--- src/rtl/muldiv_pkg.sv ---
// Shared definitions for the RV32M multiply/divide sequencer.
//   - funct3 encodings of the eight M-extension operations
//   - FSM state encoding (IDLE, MUL, DIV, FIX, DONE)
//   - INT_MIN, the one signed dividend that can overflow
//   - small decode helpers on funct3
package muldiv_pkg;

  localparam logic [2:0] F3_MUL    = 3'b000;
  localparam logic [2:0] F3_MULH   = 3'b001;
  localparam logic [2:0] F3_MULHSU = 3'b010;
  localparam logic [2:0] F3_MULHU  = 3'b011;
  localparam logic [2:0] F3_DIV    = 3'b100;
  localparam logic [2:0] F3_DIVU   = 3'b101;
  localparam logic [2:0] F3_REM    = 3'b110;
  localparam logic [2:0] F3_REMU   = 3'b111;

  localparam logic [2:0] S_IDLE = 3'd0;
  localparam logic [2:0] S_MUL  = 3'd1;
  localparam logic [2:0] S_DIV  = 3'd2;
  localparam logic [2:0] S_FIX  = 3'd3;
  localparam logic [2:0] S_DONE = 3'd4;

  localparam logic [31:0] INT_MIN = 32'h8000_0000;

  // Every divider op has funct3[2] set.
  function automatic logic is_div(input logic [2:0] f3);
    return f3[2];
  endfunction

  // Among divider ops, REM/REMU have funct3[1] set.
  function automatic logic is_rem(input logic [2:0] f3);
    return f3[1];
  endfunction

  // Among divider ops, the signed ones (DIV/REM) have funct3[0] clear.
  function automatic logic is_signed_div(input logic [2:0] f3);
    return ~f3[0];
  endfunction

endpackage

--- src/rtl/mul_pipe.sv ---
// Pipelined 33x33 signed multiplier.
//   clk      clock
//   rst_i    synchronous active-high reset (clears the valid pipe only)
//   flush_i  kills every product in flight
//   valid_i  operands on a_i/b_i are to be multiplied
//   a_i,b_i  33-bit signed operands (already sign/zero extended)
//   valid_o  prod_o holds a product, LATENCY cycles after valid_i
//   prod_o   low 64 bits of the 66-bit product (all the sequencer reads)
module mul_pipe #(
  parameter int LATENCY = 2
) (
  input  logic               clk,
  input  logic               rst_i,
  input  logic               flush_i,
  input  logic               valid_i,
  input  logic signed [32:0] a_i,
  input  logic signed [32:0] b_i,
  output logic               valid_o,
  output logic [63:0]        prod_o
);

  logic [LATENCY-1:0] vld_q;
  logic [63:0]        prod_q [LATENCY];

  // NOTE: sequential state is always written with non-blocking assignments
  // so every stage samples its predecessor's pre-edge value.
  always_ff @(posedge clk) begin
    if (rst_i || flush_i) begin
      vld_q <= '0;
    end else begin
      vld_q[0] <= valid_i;
      for (int i = 1; i < LATENCY; i++) vld_q[i] <= vld_q[i-1];
    end
  end

  // The size casts sign-extend; the low 64 bits of the truncated product
  // equal the low 64 bits of the true 66-bit product.
  always_ff @(posedge clk) begin
    prod_q[0] <= 64'(a_i) * 64'(b_i);
    for (int i = 1; i < LATENCY; i++) prod_q[i] <= prod_q[i-1];
  end

  assign valid_o = vld_q[LATENCY-1];
  assign prod_o  = prod_q[LATENCY-1];

endmodule

--- src/rtl/muldiv_ctrl.sv ---
// RV32M execute-stage sequencer: drives the pipelined multiplier and an
// inline radix-2 restoring divider, stalls the front end while busy and
// presents one result per op.
//   clk, rst          clock, synchronous active-high reset
//   start, funct3     M-extension op valid in EX and its encoding
//   rs1_val, rs2_val  forwarded operands
//   rd_in             destination register
//   flush             kill the op in flight / the completing op
//   stall             hold PC, IF/ID, ID/EX
//   done              one-cycle result valid
//   result, rd_out    result and destination, valid with done
//   reg_write         done && rd_out != 0
module muldiv_ctrl
  import muldiv_pkg::*;
#(
  parameter int XLEN        = 32,
  parameter int MUL_LATENCY = 2
) (
  input  logic            clk,
  input  logic            rst,
  input  logic            start,
  input  logic [2:0]      funct3,
  input  logic [XLEN-1:0] rs1_val,
  input  logic [XLEN-1:0] rs2_val,
  input  logic [4:0]      rd_in,
  input  logic            flush,
  output logic            stall,
  output logic            done,
  output logic [XLEN-1:0] result,
  output logic [4:0]      rd_out,
  output logic            reg_write
);

  logic [2:0]  state_q, state_d;
  logic [2:0]  f3_q;
  logic [4:0]  rd_q, rd_d;
  logic [31:0] result_q, res_d;
  logic        done_q, reg_write_q;

  logic        a_neg_q, b_neg_q;
  logic [31:0] divisor_q, quo_q, rem_q;
  logic [4:0]  cnt_q;

  // Accept decode
  logic accept, op_div, sgn_div, dbz, ovf, special;
  logic [31:0] special_res;

  assign accept  = start && (state_q == S_IDLE) && !flush;
  assign op_div  = is_div(funct3);
  assign sgn_div = op_div && is_signed_div(funct3);
  assign dbz     = (rs2_val == '0);
  assign ovf     = sgn_div && (rs1_val == INT_MIN) && (rs2_val == '1);
  assign special = op_div && (dbz || ovf);

  always_comb begin
    special_res = '0;
    if (dbz) special_res = is_rem(funct3) ? rs1_val : '1;
    else     special_res = is_rem(funct3) ? '0 : INT_MIN;
  end

  // Multiplier: rs1 is signed except for MULHU, rs2 only for MUL/MULH.
  logic               a_sx, b_sx, mul_vld;
  logic signed [32:0] mul_a, mul_b;
  logic [63:0]        mul_prod;

  assign a_sx  = (funct3[1:0] != 2'b11);
  assign b_sx  = ~funct3[1];
  assign mul_a = {a_sx & rs1_val[31], rs1_val};
  assign mul_b = {b_sx & rs2_val[31], rs2_val};

  mul_pipe #(.LATENCY(MUL_LATENCY)) u_mul_pipe (
    .clk     (clk),
    .rst_i   (rst),
    .flush_i (flush),
    .valid_i (accept && !op_div),
    .a_i     (mul_a),
    .b_i     (mul_b),
    .valid_o (mul_vld),
    .prod_o  (mul_prod)
  );

  // Divider step: shift the next dividend bit into the partial remainder
  // and subtract; a clear borrow bit means the quotient bit is 1.
  logic [32:0] rem_shift, diff;
  logic        ge;
  logic [31:0] quo_fix, rem_fix;

  assign rem_shift = {rem_q, quo_q[31]};
  assign diff      = rem_shift - {1'b0, divisor_q};
  assign ge        = ~diff[32];
  assign quo_fix   = (a_neg_q ^ b_neg_q) ? -quo_q : quo_q;
  assign rem_fix   = a_neg_q ? -rem_q : rem_q;

  // NOTE: every always_comb output gets a default first, so no path
  // leaves it unassigned and no latch is inferred.
  always_comb begin
    state_d = state_q;
    case (state_q)
      S_IDLE: if (accept) state_d = special ? S_DONE : (op_div ? S_DIV : S_MUL);
      S_MUL:  if (flush) state_d = S_IDLE; else if (mul_vld) state_d = S_DONE;
      S_DIV:  if (flush) state_d = S_IDLE; else if (cnt_q == 5'd31) state_d = S_FIX;
      S_FIX:  state_d = flush ? S_IDLE : S_DONE;
      default: state_d = S_IDLE;
    endcase
  end

  always_comb begin
    res_d = result_q;
    if (state_d == S_DONE) begin
      case (state_q)
        S_IDLE:  res_d = special_res;
        S_MUL:   res_d = (f3_q == F3_MUL) ? mul_prod[31:0] : mul_prod[63:32];
        S_FIX:   res_d = is_rem(f3_q) ? rem_fix : quo_fix;
        default: res_d = result_q;
      endcase
    end
  end

  assign rd_d = accept ? rd_in : rd_q;

  always_ff @(posedge clk) begin
    if (rst) begin
      state_q     <= S_IDLE;
      f3_q        <= F3_MUL;
      rd_q        <= '0;
      result_q    <= '0;
      done_q      <= 1'b0;
      reg_write_q <= 1'b0;
    end else begin
      state_q     <= state_d;
      if (accept) f3_q <= funct3;
      rd_q        <= rd_d;
      result_q    <= res_d;
      done_q      <= (state_d == S_DONE);
      reg_write_q <= (state_d == S_DONE) && (rd_d != '0);
    end
  end

  // NOTE: divider datapath registers carry no reset; they are always
  // loaded on accept before being read.
  always_ff @(posedge clk) begin
    if (accept) begin
      a_neg_q   <= sgn_div & rs1_val[31];
      b_neg_q   <= sgn_div & rs2_val[31];
      quo_q     <= (sgn_div & rs1_val[31]) ? -rs1_val : rs1_val;
      divisor_q <= (sgn_div & rs2_val[31]) ? -rs2_val : rs2_val;
      rem_q     <= '0;
      cnt_q     <= '0;
    end else if (state_q == S_DIV) begin
      quo_q <= {quo_q[30:0], ge};
      rem_q <= ge ? diff[31:0] : rem_shift[31:0];
      cnt_q <= cnt_q + 5'd1;
    end
  end

  // stall is low in DONE so the completing instruction advances this cycle.
  assign stall     = !rst && ((state_q == S_MUL) || (state_q == S_DIV) ||
                              (state_q == S_FIX) || accept);
  assign done      = done_q && !flush;
  assign reg_write = reg_write_q && !flush;
  assign result    = result_q;
  assign rd_out    = rd_q;

endmodule

--- config.mk ---
export PLATFORM = sky130hd
export DESIGN_NAME = muldiv_ctrl
export DESIGN_NICKNAME = d
export VERILOG_FILES = /design/src/rtl/muldiv_pkg.sv /design/src/rtl/mul_pipe.sv /design/src/rtl/muldiv_ctrl.sv
export SDC_FILE = /design/constraint.sdc
export NUM_CORES = 2
export LEC_CHECK = 0
export BUFFER_PORTS_ARGS = -buffer_cell sky130_fd_sc_hd__buf_2
export CAP_MARGIN = 5
export CORE_MARGIN = 5
export CORE_UTILIZATION = 60
export DETAILED_ROUTE_END_ITERATION = 16
export GPL_TIMING_DRIVEN = 0
export PLACE_DENSITY = 0.84
export SYNTH_ARGS = -nofsm -noshare
export SYNTH_HDL_FRONTEND = slang
export SYNTH_HIERARCHICAL = 1
export SYNTH_SLANG_ARGS = --single-unit
export TNS_END_PERCENT = 10
--- constraint.sdc ---
create_clock -name clk -period 21.9 [get_ports clk]
set_input_delay 4.38 -clock clk [delete_from_list [all_inputs] [get_ports clk]]
set_output_delay 4.38 -clock clk [all_outputs]
set_load 0.05 [all_outputs]
---- Yosys cells after proc, flatten, opt, wreduce, memory -nomap -nowiden ----
Memories as Yosys holds them, arrays and structs flattened.
Index checks and enable logic that the tools add are counted.
storage, ports and cells
  flip-flop bits (word level) ............. 150
  bits in writable memories ............... 128
  input port bits ......................... 76
  output and inout port bits .............. 40
  word-level logic and storage cells ...... 86
  memories kept ........................... 1
memory list
  memory             depth  width  read ports  clocked after Yosys merged registers in  write ports  RTL line        RTL
  u_mul_pipe.prod_q  2      64     2           0                                        2            mul_pipe.sv:23  logic [63:0] prod_q [LATENCY];
operators by class
  add/sub/neg operators ................... 6
  multiply operators ...................... 1
  equality and inequality tests ........... 8
  multiplexer cells ....................... 23
  bitwise operators ....................... 8
  reduce and logical (&&, ||, !) cells .... 26
operator list
  cell                    count
  $mux W32                12
  $neg A32 Y32            4
  $pmux W32 S3            1
  $eq A32 B32 Y1 const B  2
  $mul A33 B33 Y64        1
  $sub A33 B32 Y33        1
  $logic_not A32 Y1       1
  $mux W3                 7
  $pmux W3 S4             1
  $logic_and A1 B1 Y1     11
  $eq A3 B2 Y1 const B    2
  $logic_not A3 Y1        2
  $add A5 B1 Y5 const B   1
  $eq A5 B5 Y1 const B    1
  $logic_or A1 B1 Y1      5
  $mux W5                 1
  $reduce_bool A5 Y1      1
  $and A1 B1 Y1           4
  $eq A3 B1 Y1 const B    1
  $eq A3 B3 Y1 const B    1
  $logic_not A1 Y1        3
  $not A1 Y1              3
  $reduce_bool A3 Y1      1
  $mux W2                 1
  4 further kinds         4

---- Logic depth before layout (Yosys ltp) ----
  depth in word-level cells ............... 11
  gate-level depth with buffers ........... 30
  gate-level depth less buffers ........... 27

---- Cells and area by module ----
Netlist, hierarchy kept.
modules (own cells, without submodules)
  module       times used  cells an instance  area an instance (sq um)
  mul_pipe     1           4306               41280.8
  muldiv_ctrl  1           1416               11319.6

---- Worst setup path after synthesis ----
OpenSTA, ideal clock, no wires.
  kind .................................... input to register
  from .................................... input funct3[1]
  to ...................................... memory u_mul_pipe.prod_q[0][57]
  arrival ................................. 12229 ps
  required time ........................... 21784 ps
  path slack .............................. 9554 ps
  cell stages on the path ................. 26
  path buffers ............................ 2
  path through ............................ buf_2 > a21boi_0 > clkbuf_1 > nand2_1 > inv_1 > fa_1 > fa_1 > fa_1 > inv_1 > fa_1 > inv_1 > fa_1 > fa_1 > fa_1 > inv_1 > fa_1 > inv_1 > ha_1 > a21o_1 > a211oi_1 > o21a_1 > nand3b_1 > o21ai_1 > o21ai_1 > or3b_1 > and4_1
RTL lines
  what             RTL line           RTL
  start, declared  muldiv_ctrl.sv:22  input logic [2:0] funct3,
  end, declared    mul_pipe.sv:23

==> key figures <==
Critical path
  • Critical Path Start Type: primary input
  • CP Data Arrival Time: 14.89 ns
  • CP required: 22.38 ns
  • CP endpoint kind: flip-flop
  • Critical setup path kind: in -> reg
  • Worst-path maximum fanout: 14
  • Reg2reg setup slack: 18.16 ns

STA
  • Setup TNS: 0 ns
  • Final period util: 65.8%
  • Final setup violation count: 0
  • Worst-margin pin slew: 1.60 ns
  • RSZ-0062 raised after global routing: false
  • Slew margin rel.: -6.83%
  • Tmin final: 14.41 ns
  • Fmax: 69.4 MHz
  • Final hold violation count: 0
  • Slew Viols, Final: 26
  • Worst Skew: 0.0357 ns

Status
  • Failing checks: max-capacitance violations, max-slew violations
  • Outcome: finished, violations left

Floorplanning
  • FP Rows: 108
  • Die area: 0.0937 mm2
  • Die Y: 306 um
  • Core area: 0.0869 mm2
  • Num ports: 116
  • Initial Util: 60.5%
  • Die extent in x: 306 um

Route
  • Detailed-route via count: 43,900
  • Drt via density: 6.20
  • DRC errors left: 0
  • Drt first-iter violations: 6,142
  • Post-route ant nets: 0
  • Wirelength, routed: 201,000 um
  • DR WL/cell: 28.4 um
  • DR pass1 iterations: 9

Synthesis
  • Synthesized area per cell: 9.19 um2
  • Mapped Cells: 5,722
  • Synth cell count leaders: inv_1 (1,146), fa_1 (1,126), nand2_1 (733)
  • Syn Nets: 7,175
  • Synth Flop Type: dfxtp_1
  • Distinct cells, synth: 93
  • Syn Std Cell Area: 0.0526 mm2
  • Sequential area share after synthesis: 11.8%
  • Synth top area share: 42.9%
  • EDFF count, synth: 66
  • Ys Warns: 6
  • Ys async rst share: 0%
  • Yosys reg bits: 278
  • Count leader, synth: inv_1
  • Area contributors post-synth: fa_1 (43%), inv_1 (8.2%), dfxtp_1 (8.1%)
  • Post-synth top area cell: fa_1

Placement
  • Port Buffers: 115
  • Placed inst area: 0.0547 mm2
  • Routability congestion estimate: 1.13
  • DP Wirelength: 160,000 um

Flow run
  • Max_cap viols: 2

Clock tree
  • CTS resizes: 0
  • Clock sinks: 278
  • Root Driver: clkbuf_16
  • CTS Hold Bufs: 0
  • Clk buf depth: 3
  • CTS buffer count: 29
  • CTS tree: built
  • Clock latency on the worst-skew pair: 0.61 ns
  • Reg clk slew, reported paths: 0.07 ns
  • # Post-CTS Setup Buffers: 0
  • H-tree Lvls: 1

Global route
  • Vias in the first global route: 45,400
  • First-pass GRT wire length: 294,000 um
  • Overflow after GRT: 0
  • Largest net degree at the start of global routing: 36
  • Initial antenna violation count: 31
  • Tot GR Track Use: 42.8%

Min path
  • Worst Hold Class: reg -> reg

Cells and area
  • Share of layout cells above drive strength 1: 4.90%
  • Fill count: 7,053
  • Nets: 7,328
  • Area Growth Syn to Fin: 6.13%
  • Finished Cell Area: 0.0558 mm2
cell usage in the layout (no fill, tap or decap), types with 70 or more instances in the layout:
cell type	Yosys	routed
xnor2_1	133	133
dfxtp_1	212	212
fa_1	1126	1126
and2_1	562	562
buf_2	13	128
buf_4	68	70
xor2_1	87	87
ha_1	251	251
a21oi_1	178	178
inv_1	1146	1145
nand2_1	733	733
nor2_1	152	152
clkbuf_1	264	268
o21ai_0	153	153
per-stage QoR:
| step | worst slack, ns | utilization, % | cells | hold WS (ns) |
|---|---|---|---|---|
| 6_report | 7.49 | 64.2 | 7083 | 0.314 |
| 5_1_grt | 7.28 | 64.2 | 7055 | 0.315 |
| 4_1_cts | 7.67 | 64.1 | 7049 | 0.309 |
| 3_5_place_dp | 7.06 | 62.9 | 6995 | 0.312 |
| 3_3_place_gp | 6.45 | 62.9 | 6992 | 0.311 |
| 2_1_floorplan | 9.55 | - | 5722 | 0.310 |
worst max-delay path, stage by stage:
cell      delay (ns)
buf_2           0.40
a21boi_0        0.23
buf_4           0.22
clkbuf_1        0.66
nand2_1         0.24
inv_1           0.19
fa_1            0.50
fa_1            0.57
fa_1            0.90
inv_1           0.25
fa_1            0.93
inv_1           0.46
fa_1            0.59
fa_1            0.56
inv_1           0.05
fa_1            0.46
fa_1            0.57
inv_1           0.06
ha_1            0.39
and3_1          0.25
nand2_1         0.17
nor3_1          0.38
or3b_2          0.48
o21ai_0         0.55
o221ai_1        0.26
xnor2_1         0.17
area by class of cell:
type / count / area [um2] / area share (%)
diodes: 30 / 75.1 / 0.134
plain buffers: 349 / 1610 / 2.88
clock buffers: 42 / 882 / 1.58
clock inverters: 12 / 130 / 0.233
inverters: 1146 / 4300 / 7.71
multi-input cells: 3949 / 40500 / 72.5
flip-flops and latches: 278 / 6230 / 11.2
well taps: 1155 / 1450 / 2.59
repair buffers: 122 / 688 / 1.23
path summary, 6_finish.rpt:
path,cells after the start,endpoint,startpoint
worst max-delay path,26,u_mul_pipe/prod_q[0][63],rs1_val[31]
worst max register to register,7,result[24],quo_q[12]
worst min register to register,0,u_mul_pipe/prod_q[0][95],u_mul_pipe/prod_q[0][31]
worst min-delay path,0,u_mul_pipe/prod_q[0][95],u_mul_pipe/prod_q[0][31]
cells by family (layout without fill, tap and decap cells):
kind of cell	Yosys count	in the layout	share of synthesized area, %
compound gates	601	601	7.45
xor+xnor	220	220	3.66
fa+ha+maj	1377	1377	48.8
buf+inv	1495	1671	11.2
flops	278	278	11.8
mux	45	45	0.863
other cells	0	30	0
simple gates	1706	1706	16.1
registers in the layout, indices dropped and copies added (netlist names), 3 cells and up:
register           count
divisor_q             32
result                32
rem_q                 32
quo_q                 32
u_mul_pipe/prod_q    128
state_q                3
cnt_q                  5
f3_q                   3
rd_out                 5
metal layers:
metal | GRT usage, % | vias to the layer above | part of all wire [%]
met5 | 0 | - | 0.027
met4 | 29.5 | 8 | 9.2
met3 | 17.1 | 967 | 16
met2 | 62.7 | 3622 | 42
met1 | 52.1 | 21700 | 34
li1 | - | 17600 | -
Power is not shown: default switching activity piles up to over one toggle a cycle in this logic, so the estimate is an artifact.
